**src/rtl/mult_div_unit.sv**
```systemverilog
// Sequential MULT/MULTU/DIV/DIVU unit with HI/LO result registers.
// A start in IDLE gives 32 shift-add or restoring-divide iterations, then one finalize edge.
module mult_div_unit #(
    parameter int unsigned WIDTH = 32
) (
    input  logic             clk,
    input  logic             reset_n,
    input  logic             start,
    input  logic [1:0]       op,
    input  logic [WIDTH-1:0] a,
    input  logic [WIDTH-1:0] b,
    output logic             busy,
    output logic             done,
    output logic             div_by_zero,
    output logic [WIDTH-1:0] hi,
    output logic [WIDTH-1:0] lo
);

    localparam int unsigned DW    = 2 * WIDTH;
    localparam int unsigned CNT_W = 5;

    typedef enum logic [1:0] {
        S_IDLE = 2'd0,
        S_RUN  = 2'd1,
        S_DONE = 2'd2
    } state_e;

    state_e             state_q, state_d;
    logic [CNT_W-1:0]   cnt_q, cnt_d;
    logic               last_q, last_d;
    logic [DW-1:0]      acc_q, acc_d;
    logic [WIDTH-1:0]   opa_q, opa_d;
    logic [WIDTH-1:0]   opb_q, opb_d;
    logic               is_div_q, is_div_d;
    logic               neg_q, neg_d;
    logic               neg_rem_q, neg_rem_d;
    logic               dbz_flag_q, dbz_flag_d;
    logic               busy_q, busy_d;
    logic               done_q, done_d;
    logic               dbz_q, dbz_d;
    logic [WIDTH-1:0]   hi_q, hi_d;
    logic [WIDTH-1:0]   lo_q, lo_d;

    logic               signed_op;
    logic [WIDTH-1:0]   a_mag, b_mag;
    logic [WIDTH:0]     mul_sum;
    logic [DW-1:0]      mul_next;
    logic [WIDTH:0]     div_tmp, div_diff;
    logic [DW-1:0]      div_next;
    logic [DW-1:0]      prod;
    logic [WIDTH-1:0]   quo, rem;

    // Operand magnitudes for signed ops, taken at capture
    always_comb begin
        signed_op = ~op[0];
        a_mag     = (signed_op && a[WIDTH-1]) ? WIDTH'(-a) : a;
        b_mag     = (signed_op && b[WIDTH-1]) ? WIDTH'(-b) : b;
    end

    // One iteration of each algorithm; acc holds {upper, multiplier/dividend bits}
    always_comb begin
        mul_sum  = {1'b0, acc_q[DW-1:WIDTH]} + {1'b0, opa_q};
        mul_next = acc_q[0] ? {mul_sum, acc_q[WIDTH-1:1]} : {1'b0, acc_q[DW-1:1]};
        div_tmp  = acc_q[DW-1:WIDTH-1];
        div_diff = div_tmp - {1'b0, opb_q};
        div_next = div_diff[WIDTH] ? {div_tmp[WIDTH-1:0], acc_q[WIDTH-2:0], 1'b0}
                                   : {div_diff[WIDTH-1:0], acc_q[WIDTH-2:0], 1'b1};
    end

    // Sign correction applied on the finalize edge
    always_comb begin
        prod = neg_q ? DW'(-acc_q) : acc_q;
        quo  = neg_q ? WIDTH'(-acc_q[WIDTH-1:0]) : acc_q[WIDTH-1:0];
        rem  = neg_rem_q ? WIDTH'(-acc_q[DW-1:WIDTH]) : acc_q[DW-1:WIDTH];
    end

    always_comb begin
        state_d    = state_q;
        cnt_d      = cnt_q;
        last_d     = last_q;
        acc_d      = acc_q;
        opa_d      = opa_q;
        opb_d      = opb_q;
        is_div_d   = is_div_q;
        neg_d      = neg_q;
        neg_rem_d  = neg_rem_q;
        dbz_flag_d = dbz_flag_q;
        busy_d     = busy_q;
        done_d     = 1'b0;
        dbz_d      = 1'b0;
        hi_d       = hi_q;
        lo_d       = lo_q;

        unique case (state_q)
            S_IDLE: begin
                busy_d = 1'b0;
                if (start) begin
                    state_d    = S_RUN;
                    busy_d     = 1'b1;
                    cnt_d      = '0;
                    last_d     = 1'b0;
                    opa_d      = a_mag;
                    opb_d      = b_mag;
                    is_div_d   = op[1];
                    neg_d      = signed_op & (a[WIDTH-1] ^ b[WIDTH-1]);
                    neg_rem_d  = signed_op & a[WIDTH-1];
                    dbz_flag_d = op[1] & (b == '0);
                    acc_d      = op[1] ? {{WIDTH{1'b0}}, a_mag} : {{WIDTH{1'b0}}, b_mag};
                end
            end
            S_RUN: begin
                if (last_q) begin
                    state_d = S_DONE;
                    busy_d  = 1'b0;
                    done_d  = 1'b1;
                    if (!is_div_q) begin
                        hi_d = prod[DW-1:WIDTH];
                        lo_d = prod[WIDTH-1:0];
                    end else if (dbz_flag_q) begin
                        // Divide by zero returns all-ones quotient and the original dividend
                        dbz_d = 1'b1;
                        lo_d  = '1;
                        hi_d  = neg_rem_q ? WIDTH'(-opa_q) : opa_q;
                    end else begin
                        lo_d = quo;
                        hi_d = rem;
                    end
                end else begin
                    acc_d = is_div_q ? div_next : mul_next;
                    cnt_d = cnt_q + CNT_W'(1);
                    if (cnt_q == CNT_W'(WIDTH - 1)) begin
                        last_d = 1'b1;
                    end
                end
            end
            S_DONE: begin
                state_d = S_IDLE;
                busy_d  = 1'b0;
            end
            default: begin
                state_d = S_IDLE;
                busy_d  = 1'b0;
            end
        endcase
    end

    always_ff @(posedge clk or negedge reset_n) begin
        if (!reset_n) begin
            state_q    <= S_IDLE;
            cnt_q      <= '0;
            last_q     <= 1'b0;
            acc_q      <= '0;
            opa_q      <= '0;
            opb_q      <= '0;
            is_div_q   <= 1'b0;
            neg_q      <= 1'b0;
            neg_rem_q  <= 1'b0;
            dbz_flag_q <= 1'b0;
            busy_q     <= 1'b0;
            done_q     <= 1'b0;
            dbz_q      <= 1'b0;
            hi_q       <= '0;
            lo_q       <= '0;
        end else begin
            state_q    <= state_d;
            cnt_q      <= cnt_d;
            last_q     <= last_d;
            acc_q      <= acc_d;
            opa_q      <= opa_d;
            opb_q      <= opb_d;
            is_div_q   <= is_div_d;
            neg_q      <= neg_d;
            neg_rem_q  <= neg_rem_d;
            dbz_flag_q <= dbz_flag_d;
            busy_q     <= busy_d;
            done_q     <= done_d;
            dbz_q      <= dbz_d;
            hi_q       <= hi_d;
            lo_q       <= lo_d;
        end
    end

    assign busy        = busy_q;
    assign done        = done_q;
    assign div_by_zero = dbz_q;
    assign hi          = hi_q;
    assign lo          = lo_q;

endmodule

```
**config.mk**
```make
export PLATFORM = sky130hd
export DESIGN_NAME = mult_div_unit
export DESIGN_NICKNAME = d
export VERILOG_FILES = /design/src/rtl/mult_div_unit.sv
export SDC_FILE = /design/constraint.sdc
export NUM_CORES = 1
export LEC_CHECK = 0
export ABC_AREA = 1
export CAP_MARGIN = 20
export CORE_MARGIN = 5
export CORE_UTILIZATION = 45
export CTS_BUF_LIST = sky130_fd_sc_hd__clkbuf_2 sky130_fd_sc_hd__clkbuf_4 sky130_fd_sc_hd__clkbuf_8
export CTS_CLUSTER_DIAMETER = 40
export DETAILED_ROUTE_END_ITERATION = 12
export GPL_TIMING_DRIVEN = 0
export PLACE_DENSITY_LB_ADDON = 0.2
export SYNTH_ARGS = -nofsm -noshare
export SYNTH_HDL_FRONTEND = slang
export SYNTH_SLANG_ARGS = --single-unit
```
**constraint.sdc**
```tcl
create_clock -name clk -period 5.2 [get_ports clk]
set_clock_uncertainty 0.1 [all_clocks]
set_input_delay 1.04 -clock clk [delete_from_list [all_inputs] [get_ports clk]]
set_output_delay 1.04 -clock clk [all_outputs]
set_load 0.05 [all_outputs]
```
# Yosys cells after proc, flatten, opt, wreduce, memory -nomap -nowiden
# Cells that the tools add are included.
classes:
  addsub: 9
  multipliers: 0
  div_mod_pow: 0
  order_cmp: 0
  eq_ne: 5
  n_shift: 0
  mux: 36
  bitwise: 5
  n_reduce_logical: 10
op_table:
  columns: ["cell", "n"]
  rows:
  - ["$mux 64", 6]
  - ["$mux 32", 10]
  - ["$neg 32->32", 5]
  - ["$pmux 64 s2", 1]
  - ["$neg 64->64", 1]
  - ["$add 32x32->33", 1]
  - ["$sub 33x32->33", 1]
  - ["$logic_not 32->1", 1]
  - ["$mux 1", 11]
  - ["$mux 5", 2]
  - ["$pmux 5 s2", 1]
  - ["$reduce_and 2->1", 4]
  - ["$ne 2x2->1 const B", 3]
  - ["$add 5x1->5 const B", 1]
  - ["$eq 5x5->1 const B", 1]
  - ["$mux 2", 2]
  - ["$pmux 1 s2", 2]
  - ["$pmux 2 s2", 1]
  - ["$and 1x1->1", 3]
  - ["$reduce_and 3->1", 1]
  - ["$eq 2x1->1 const B", 1]
  - ["$logic_and 1x1->1", 2]
  - ["$logic_not 2->1", 1]
  - ["$reduce_bool 2->1", 1]
  - ["other kinds (2)", 2]
totals:
  ff_bits: 207
  latch_bits: 0
  ramBits: 0
  mem_bits_ro: 0
  output_inout_bits: 67
  word_cells: 80
  memories: 0

# Logic depth before layout (Yosys ltp)
# Gate-level depths: netlist of the first run.
depth:
  depth_word: 6
  ltp_mapped: 20
  depth_no_buf: 19

# Worst setup path before layout of the first run
# OpenSTA, ideal clock, no wires.
synth_timing:
  path_type: "input to register"
  start: "input port b[1]"
  end: "register acc_q[18]"
  arrival_ns: 2.309
  path_slack_ns: 2.670
  path_stages: 10
  cell_sequence: "inv_1 ha_1 nand3_1 nor2_2 nand2_1 o21ai_1 xor2_1 nand2_1 nand3_1 a21oi_1"
synth_via:
  elab_chain_len: 5
synth_rtl:
  columns: ["item", "line_no", "rtl"]
  rows:
  - ["start, declared", "11", "input logic [WIDTH-1:0] b,"]
  - ["$neg 32->32", "57", "b_mag = (signed_op && b[WIDTH-1]) ? WIDTH'(-b) : b;"]
  - ["$mux 32", "57", null]
  - ["$mux 32", "108", "acc_d = op[1] ? {{WIDTH{1'b0}}, a_mag} : {{WIDTH{1'b0}}, b_mag};"]
  - ["$mux 64", "97", "if (start) begin"]
  - ["$pmux 64 s2", "94", "unique case (state_q)"]
  - ["end signal, assigned", "152", "acc_q <= '0;"]
  - ["end signal, assigned", "168", "acc_q <= acc_d;"]
  - ["end, declared", "31", "logic [DW-1:0] acc_q, acc_d;"]
# Every way passes these cells. The select of a mux whose other input is x is not followed.
# A chain may end at the register's enable or synchronous reset.

# Worst setup path in the final report of the first run
layout_timing:
  start: "register acc_q[0]"
  end: "register hi_q[26] (netlist: hi[26])"
layout_via:
  elab_chain_len: 3
layout_rtl:
  columns: ["item", "line_no", "rtl"]
  rows:
  - ["$neg 64->64", "72", "prod = neg_q ? DW'(-acc_q) : acc_q;"]
  - ["$mux 64", "72", null]
  - ["$mux 32", "116", "if (!is_div_q) begin"]
  - ["end signal, assigned", "178", "hi_q <= hi_d;"]
  - ["end, declared", "41", "logic [WIDTH-1:0] hi_q, hi_d;"]
# Every way passes these cells.

==> results.txt, run 1 <==
----------------------------------------------------
[CTS]
  Hold buffers post-CTS ... 0
  Clock tree from TritonCTS ... done
  Clock root buffer ... sky130_fd_sc_hd__clkbuf_8
  Clock transition time at the flip-flop clock pins of the worst setup and hold paths ... 0.06 ns
  Later-pin clock latency in the skew report ... 0.69 ns
  Clk buf depth ... 3
  Number of sinks on the clock net ... 207
  Cts bufs inserted ... 48
  Number of H-tree levels ... 2
  Post-cts resize count ... 0
  Post-CTS setup-driven buffer insertion count ... 0

[Timing]
  Max-Slew Margin vs Limit ... 0.282
  Final-report hold violation count ... 0
  Unrepaired setup endpoints after global routing ... false
  Post-layout min period ... 3.58 ns
  Max-slew violation count ... 0
  Setup-violating endpoint count in the final report ... 0
  Final TNS setup ... 0 ns
  Final Cycle Share ... 0.689
  Transition time of the tightest slew-check pin ... 1.08 ns
  Highest clock frequency the design can meet ... 279 MHz

[Status]
  Outcome ... completed

[Layout]
  Finished layout cell area ... 24400 um^2
  Area of combinational cells with multiple inputs ... 13400 um^2
  Filler instances ... 5001
  Register cell area after layout ... 5180 um^2
  Share of cells above drive strength 1 ... 0.0511
  Nets@finish ... 3996
  Final Instance Count excl. Fillers ... 4501
  Area growth from synthesis to final layout ... 15.8%
  Utilization of the core after routing ... 0.526

[Global routing]
  Grt ovf ... 0
  Overall track demand over capacity in global routing ... 0.344
  Vias in the first global route ... 22800
  Antenna violations before repair ... 1
  Largest net degree at the start of global routing ... 111
  Global-route wire length before repair ... 135 mm

[Pwr]
  Clock Power Share ... 0.118
  Proportion of power drawn by flip-flops and latches ... 0.176
  Cell internal power dissipation ... 8280 uW
  Maximum vdd ir drop ... 578 uV
  Power per cell area ... 806 nW/um^2
  Leakage power ... 0.0125 uW
  Logic gate share of total power ... 0.706
  Net switching share of the total power ... 0.579
  Net switching power of the design ... 11400 uW

[Floorplanning]
  Top-level port count ... 136
  Vertical die dimension ... 226 um
  Initial standard-cell utilization of the core ... 0.454
  Core Rows ... 79
  Die footprint ... 51300 um^2
  Horizontal die dimension ... 226 um
  Core region area ... 46500 um^2

[Critical path]
  End of the worst register-to-register path ... hi[26]
  Origin of the critical flop-to-flop path ... acc_q[0]
  Critical-path cell list ... buf_6 > inv_6 > clkbuf_1 > ha_1 > nand3_1 > nor2_2 > nand2_2 > nor2_1 > nand2_1 > nand2_1 > nand2_1 > nand2_1 > nand2_1 > a21oi_1 > a21boi_1
  Top fanout value on the critical path ... 10
  Required time worst endpoint ... 5.67 ns
  Cell depth of the worst flop-to-flop path ... 15
  R2R Setup Slk ... 1.62 ns
  Type of origin of the critical path ... register
  CP max stage delay ... 0.76 ns
  Most used cell, CP ... sky130_fd_sc_hd__nand2_1
  Library cell contributing the largest single delay on the critical path ... sky130_fd_sc_hd__clkbuf_1
  Category of the worst setup path capture point ... register
  Arr. time, crit path ... 4.05 ns
  Kind of critical path ... reg -> reg

[Yosys]
  Sequential area share after synthesis ... 0.246
  Area fraction of the dominant cell type after synthesis ... 0.246
  Flops & latches, synth ... 207
  Post-synthesis net count ... 3810
  Commonest cells in the synthesized netlist ... sky130_fd_sc_hd__nand2_1 (1287), sky130_fd_sc_hd__inv_1 (490), sky130_fd_sc_hd__nor2_1 (364), sky130_fd_sc_hd__nand3_1 (348), sky130_fd_sc_hd__a21oi_1 (209)
  EDFF count, synth ... 0
  Largest area contributor in the netlist ... sky130_fd_sc_hd__dfrtp_1
  Average cell area after synthesis ... 5.75 um^2
  Gate count after technology mapping ... 3668
  Distinct cells, synth ... 51
  Post-Synthesis Cell Area ... 21100 um^2
  Primary flip-flop cell chosen by synthesis mapping ... sky130_fd_sc_hd__dfrtp_1
  Number of warning messages in the yosys log ... 0
  Most frequent cell after synthesis ... sky130_fd_sc_hd__nand2_1
  Synth top area cells ... sky130_fd_sc_hd__dfrtp_1 (25%), sky130_fd_sc_hd__nand2_1 (23%), sky130_fd_sc_hd__inv_1 (8.7%)
  Post-synth ARST share ... 1.00

[Drt]
  Wire length the detailed router placed on met1 ... 38.6 mm
  Routed wl met2 ... 38.8 mm
  Wire length per cell after detailed routing ... 20.0 um
  Highest layer used for signal routing ... met4
  Detailed-route vias per instance ... 5.50
  Routed Antenna Nets ... 0
  Final routed wirelength across all metal layers ... 90.2 mm
  Via count ... 24700
  Total met3 wirelength after detailed routing ... 8.58 mm
  Number of design-rule violations left by the first detailed-router iteration ... 2883
  Total DRC errors in the routed layout ... 0
  Iteration count of the initial detailed-routing pass ... 6

[Placed design]
  Total placed instance area ... 23200 um^2
  Placed instance count ... 4411
  Port Buffers ... 135
  Routability congestion estimate ... 1.07
  Hpwl dp ... 73.6 mm

[Flow run]
  Count of maximum capacitance violations ... 0

[Min path]
  Hold Crit Class ... in -> async

----------------------------------------------------
[layout make-up]
cell class,instances,area share
clock inverters,24,0.0143
clock buffers,65,0.0341
multi-input cells,2823,0.549
inverters,501,0.0772
plain buffers,137,0.0254
flip-flops and latches,207,0.212
repair buffers,136,0.0567
diodes,1,0.000102
well taps,607,0.0311
[layer usage]
layer	track usage	up-vias
li1	-	12100
met1	0.476	11300
met3	0.0731	225
met5	0	-
met2	0.526	1147
met4	0.139	0
[kinds of logic (layout without fill, tap and decap cells)]
| logic type | count (synthesis) | in the layout | share of synthesized area |
|---|---|---|---|
| muxes | 1 | 1 | 0.000475 |
| adders and majority gates | 73 | 73 | 0.0440 |
| xor gates and xnor gates | 80 | 80 | 0.0332 |
| AOI/OAI and AO/OA | 512 | 512 | 0.134 |
| and+or+nand+nor | 2157 | 2157 | 0.424 |
| other | 0 | 1 | 0 |
| buffers and inverters | 638 | 863 | 0.119 |
| DFF | 207 | 207 | 0.246 |
[worst max-delay path: cells and delay by family, from the launching register on]
family,cells,cell delay [ns]
flip-flops,1,0.37
AND/OR/NAND/NOR,9,1.43
adder cells (fa/ha/maj),1,0.33
AO/OA/AOI/OAI,2,0.21
buffers and inverters,3,1.04
[power by group through the flow]
stage               Clock, uW  Sequential, uW  Combinational [uW]
global placement            0            3450               13500
global route             2420            3510               15400
detailed placement          0            3450               13600
CTS                      2320            3430               13600
finish                   2310            3460               13900
floorplan                   0            3850                8920
[sequential cells by signal, summed over array words and instances, names as in the netlist]
register / count
neg_rem_q: 1
neg_q: 1
cnt_q: 5
div_by_zero: 1
last_q: 1
lo: 32
opb_q: 32
hi: 32
busy: 1
acc_q: 64
is_div_q: 1
state_q: 2
done: 1
dbz_flag_q: 1
opa_q: 32
[cell usage in the layout, fill, tap and decap left out, drive strengths merged, types with 17 or more instances in the layout]
| master | n |
|---|---|
| xor2 | 68 |
| nand3 | 350 |
| nor2 | 384 |
| dfrtp | 207 |
| clkdlybuf4s50 | 134 |
| clkbuf | 140 |
| a21oi | 211 |
| clkinv | 17 |
| a31oi | 30 |
| nor3 | 38 |
| inv | 497 |
| a2bb2oi | 24 |
| nand4 | 35 |
| nand2 | 1302 |
| o21ai | 197 |
| ha | 71 |
| or2 | 17 |
| buf | 64 |
[through the flow]
stage          power, uW  hold WS, ns  setup slack, ns
6_report           19700        0.247             1.62
5_1_grt            21300        0.324             1.41
4_1_cts            19400        0.304             1.78
3_5_place_dp       17000        0.364             1.41
3_3_place_gp       16900        0.364            -6.14
2_1_floorplan      12800        0.353             2.67
[worst max path at each step]
stage / slack (ns) / startpoint / end
after floorplan: 2.67 / b[1] / acc_q[18]
after global placement: -6.14 / reset_n / opb_q[13]
after detailed placement: 1.41 / b[0] / acc_q[18]
after CTS: 1.78 / acc_q[0] / hi[26]
after global routing: 1.41 / acc_q[0] / hi[22]
final: 1.62 / acc_q[0] / hi[26]
Power figures use the tool's default switching activity.
==> run 2: changes to the inputs <==
==> constraint.sdc (replaced) <==
create_clock -name clk -period 3.25 [get_ports clk]
set_clock_uncertainty 0.1 [all_clocks]
set_input_delay 0.65 -clock clk [delete_from_list [all_inputs] [get_ports clk]]
set_output_delay 0.65 -clock clk [all_outputs]
set_load 0.05 [all_outputs]
==> run 2 against run 1 <==
  * Cell area barely moved
  * Worst setup slack got worse by 1.4 ns
  * Flip-flop and latch count is the same
  * Final cell count stayed put
  * Hold slack improved by 0.13 ns
  * Total power up 60%
  * Combinational power grew 60%
  * Maximum frequency up 18%
  * Highest routed layer unchanged
  * Register-to-register slack got worse by 1.4 ns
  * First-iteration DRC count shrank 1.0%
==> results.txt, run 2 (synthesis results as in run 1) <==
----------------------------------------------------
[Global routing]
  Vias in the first global route ... 22800
  Grt ovf ... 0
  Antenna violations before repair ... 0
  Overall track demand over capacity in global routing ... 0.343
  Global-route wire length before repair ... 135 mm
  Largest net degree at the start of global routing ... 111

[CTS]
  Number of sinks on the clock net ... 207
  Number of H-tree levels ... 2
  Clock root buffer ... sky130_fd_sc_hd__clkbuf_8
  Later-pin clock latency in the skew report ... 0.69 ns
  Clock transition time at the flip-flop clock pins of the worst setup and hold paths ... 0.06 ns
  Cts bufs inserted ... 48
  Clock tree from TritonCTS ... done
  Clk buf depth ... 3

[Drt]
  Number of design-rule violations left by the first detailed-router iteration ... 2853
  Final routed wirelength across all metal layers ... 89.9 mm
  Wire length per cell after detailed routing ... 20.0 um
  Detailed-route vias per instance ... 5.49
  Routed Antenna Nets ... 0
  Iteration count of the initial detailed-routing pass ... 6
  Via count ... 24700
  Total DRC errors in the routed layout ... 0

[Timing]
  Highest clock frequency the design can meet ... 330 MHz
  Worst slack on hold paths ... 0.376 ns
  Post-layout min period ... 3.03 ns
  Setup-violating endpoint count in the final report ... 0
  Transition time of the tightest slew-check pin ... 1.08 ns
  Final Cycle Share ... 0.932
  Final-report hold violation count ... 0
  Final TNS setup ... 0 ns
  Max-slew violation count ... 0
  Max-Slew Margin vs Limit ... 0.279
  Unrepaired setup endpoints after global routing ... false

[Critical path]
  Required time worst endpoint ... 3.67 ns
  Type of origin of the critical path ... register
  Kind of critical path ... reg -> reg
  Arr. time, crit path ... 3.45 ns
  Top fanout value on the critical path ... 10
  Category of the worst setup path capture point ... register

[Placed design]
  Hpwl dp ... 73.6 mm
  Port Buffers ... 135
  Routability congestion estimate ... 1.07

[Pwr]
  Maximum vdd ir drop ... 925 uV
  Power per cell area ... 1290 nW/um^2
  Leakage power ... 0.0125 uW
  Total power after layout ... 31400 uW

[Status]
  Outcome ... completed

[Floorplanning]
  Vertical die dimension ... 226 um
  Core region area ... 46500 um^2
  Initial standard-cell utilization of the core ... 0.454
  Top-level port count ... 136
  Horizontal die dimension ... 226 um
  Die footprint ... 51300 um^2
  Core Rows ... 79

[Layout]
  Commonest cells after routing, fill and taps aside ... sky130_fd_sc_hd__nand2_1 (1287), sky130_fd_sc_hd__inv_1 (489), sky130_fd_sc_hd__nor2_1 (364)
  Max reg flops ... 64
  Most common cell after layout, fill and taps aside ... sky130_fd_sc_hd__nand2_1
  Top register by number of flip-flops ... acc_q
  Area growth from synthesis to final layout ... 15.9%
  Utilization of the core after routing ... 0.526
  Share of cells above drive strength 1 ... 0.0519
  Nets@finish ... 3996

[Flow run]
  Count of maximum capacitance violations ... 0

[Min path]
  Hold Crit Class ... reg -> reg

----------------------------------------------------
[run 2: final timing paths]
kind | cells past startpoint | start | to | slack (ns)
max | 17 | acc_q[32] | acc_q[32] | 0.22
min | 2 | hi[28] | hi[28] | 0.38
max reg2reg | 17 | acc_q[32] | acc_q[32] | 0.22
min reg2reg | 2 | hi[28] | hi[28] | 0.38
max in group asynchronous | 3 | reset_n | acc_q[33] | 1.47
min in group asynchronous | 2 | reset_n | hi[19] | 0.46
[run 2: timing repair]
item                                   in CTS  in global routing
endpoints found under the hold margin      96                  0
pin swaps                                   0                  0
setup endpoints to repair                  16                 33
buffers inserted                            0                  1
gates cloned                                0                  0
resized for setup                           0                  2
hold buffers                                1                  0
[run 2: routing by layer]
layer  GRT usage  vias up  share of wire
li1            -    12100              -
met1       0.476    11300           0.42
met2       0.527     1193           0.43
met3      0.0693      206           0.10
met4       0.137        0          0.044
met5           0        -              0
[run 2: layout make-up]
class	instances	area (um^2)
well taps	607	759
plain buffers	135	613
fillers	5004	22000
clock inverters	24	350
inverters	501	1890
repair buffers	138	1400
flip-flops and latches	207	5180
clock buffers	65	832
multi-input cells	2823	13400
diodes	1	2.50
[run 2: critical path, stage by stage (launching register included)]
cell                         delay [ns]
sky130_fd_sc_hd__dfrtp_1           0.61
sky130_fd_sc_hd__clkinvlp_4        0.21
sky130_fd_sc_hd__fa_1              0.49
sky130_fd_sc_hd__inv_1             0.15
sky130_fd_sc_hd__nand2_1           0.07
sky130_fd_sc_hd__nand2_1           0.08
sky130_fd_sc_hd__nand3_1           0.09
sky130_fd_sc_hd__nand2_2           0.13
sky130_fd_sc_hd__nand2_1           0.07
sky130_fd_sc_hd__nand2_2           0.11
sky130_fd_sc_hd__nand2_2           0.08
sky130_fd_sc_hd__nand3_1           0.11
sky130_fd_sc_hd__nand2_4           0.10
sky130_fd_sc_hd__buf_6             0.16
sky130_fd_sc_hd__nand2_1           0.06
sky130_fd_sc_hd__nand3_1           0.14
sky130_fd_sc_hd__nand2_1           0.11
sky130_fd_sc_hd__nand2_1           0.05
[run 2: power breakdown]
group          switching (uW)  internal, uW  total (uW)  leakage [uW]
Combinational           15100          7110       22200       0.00941
Clock                    1440          2260        3700      0.000602
Sequential               1680          3880        5570       0.00248
[run 2: through the flow]
step | setup slack [ns] | instances | area (um^2)
6_report | 0.221 | 4501 | 24400
5_1_grt | 0.0288 | 4500 | 24400
4_1_cts | 0.0242 | 4500 | 24400
3_5_place_dp | -0.173 | 4411 | 23200
3_3_place_gp | -7.70 | 4410 | 23200
2_1_floorplan | 0.754 | 3668 | 21100
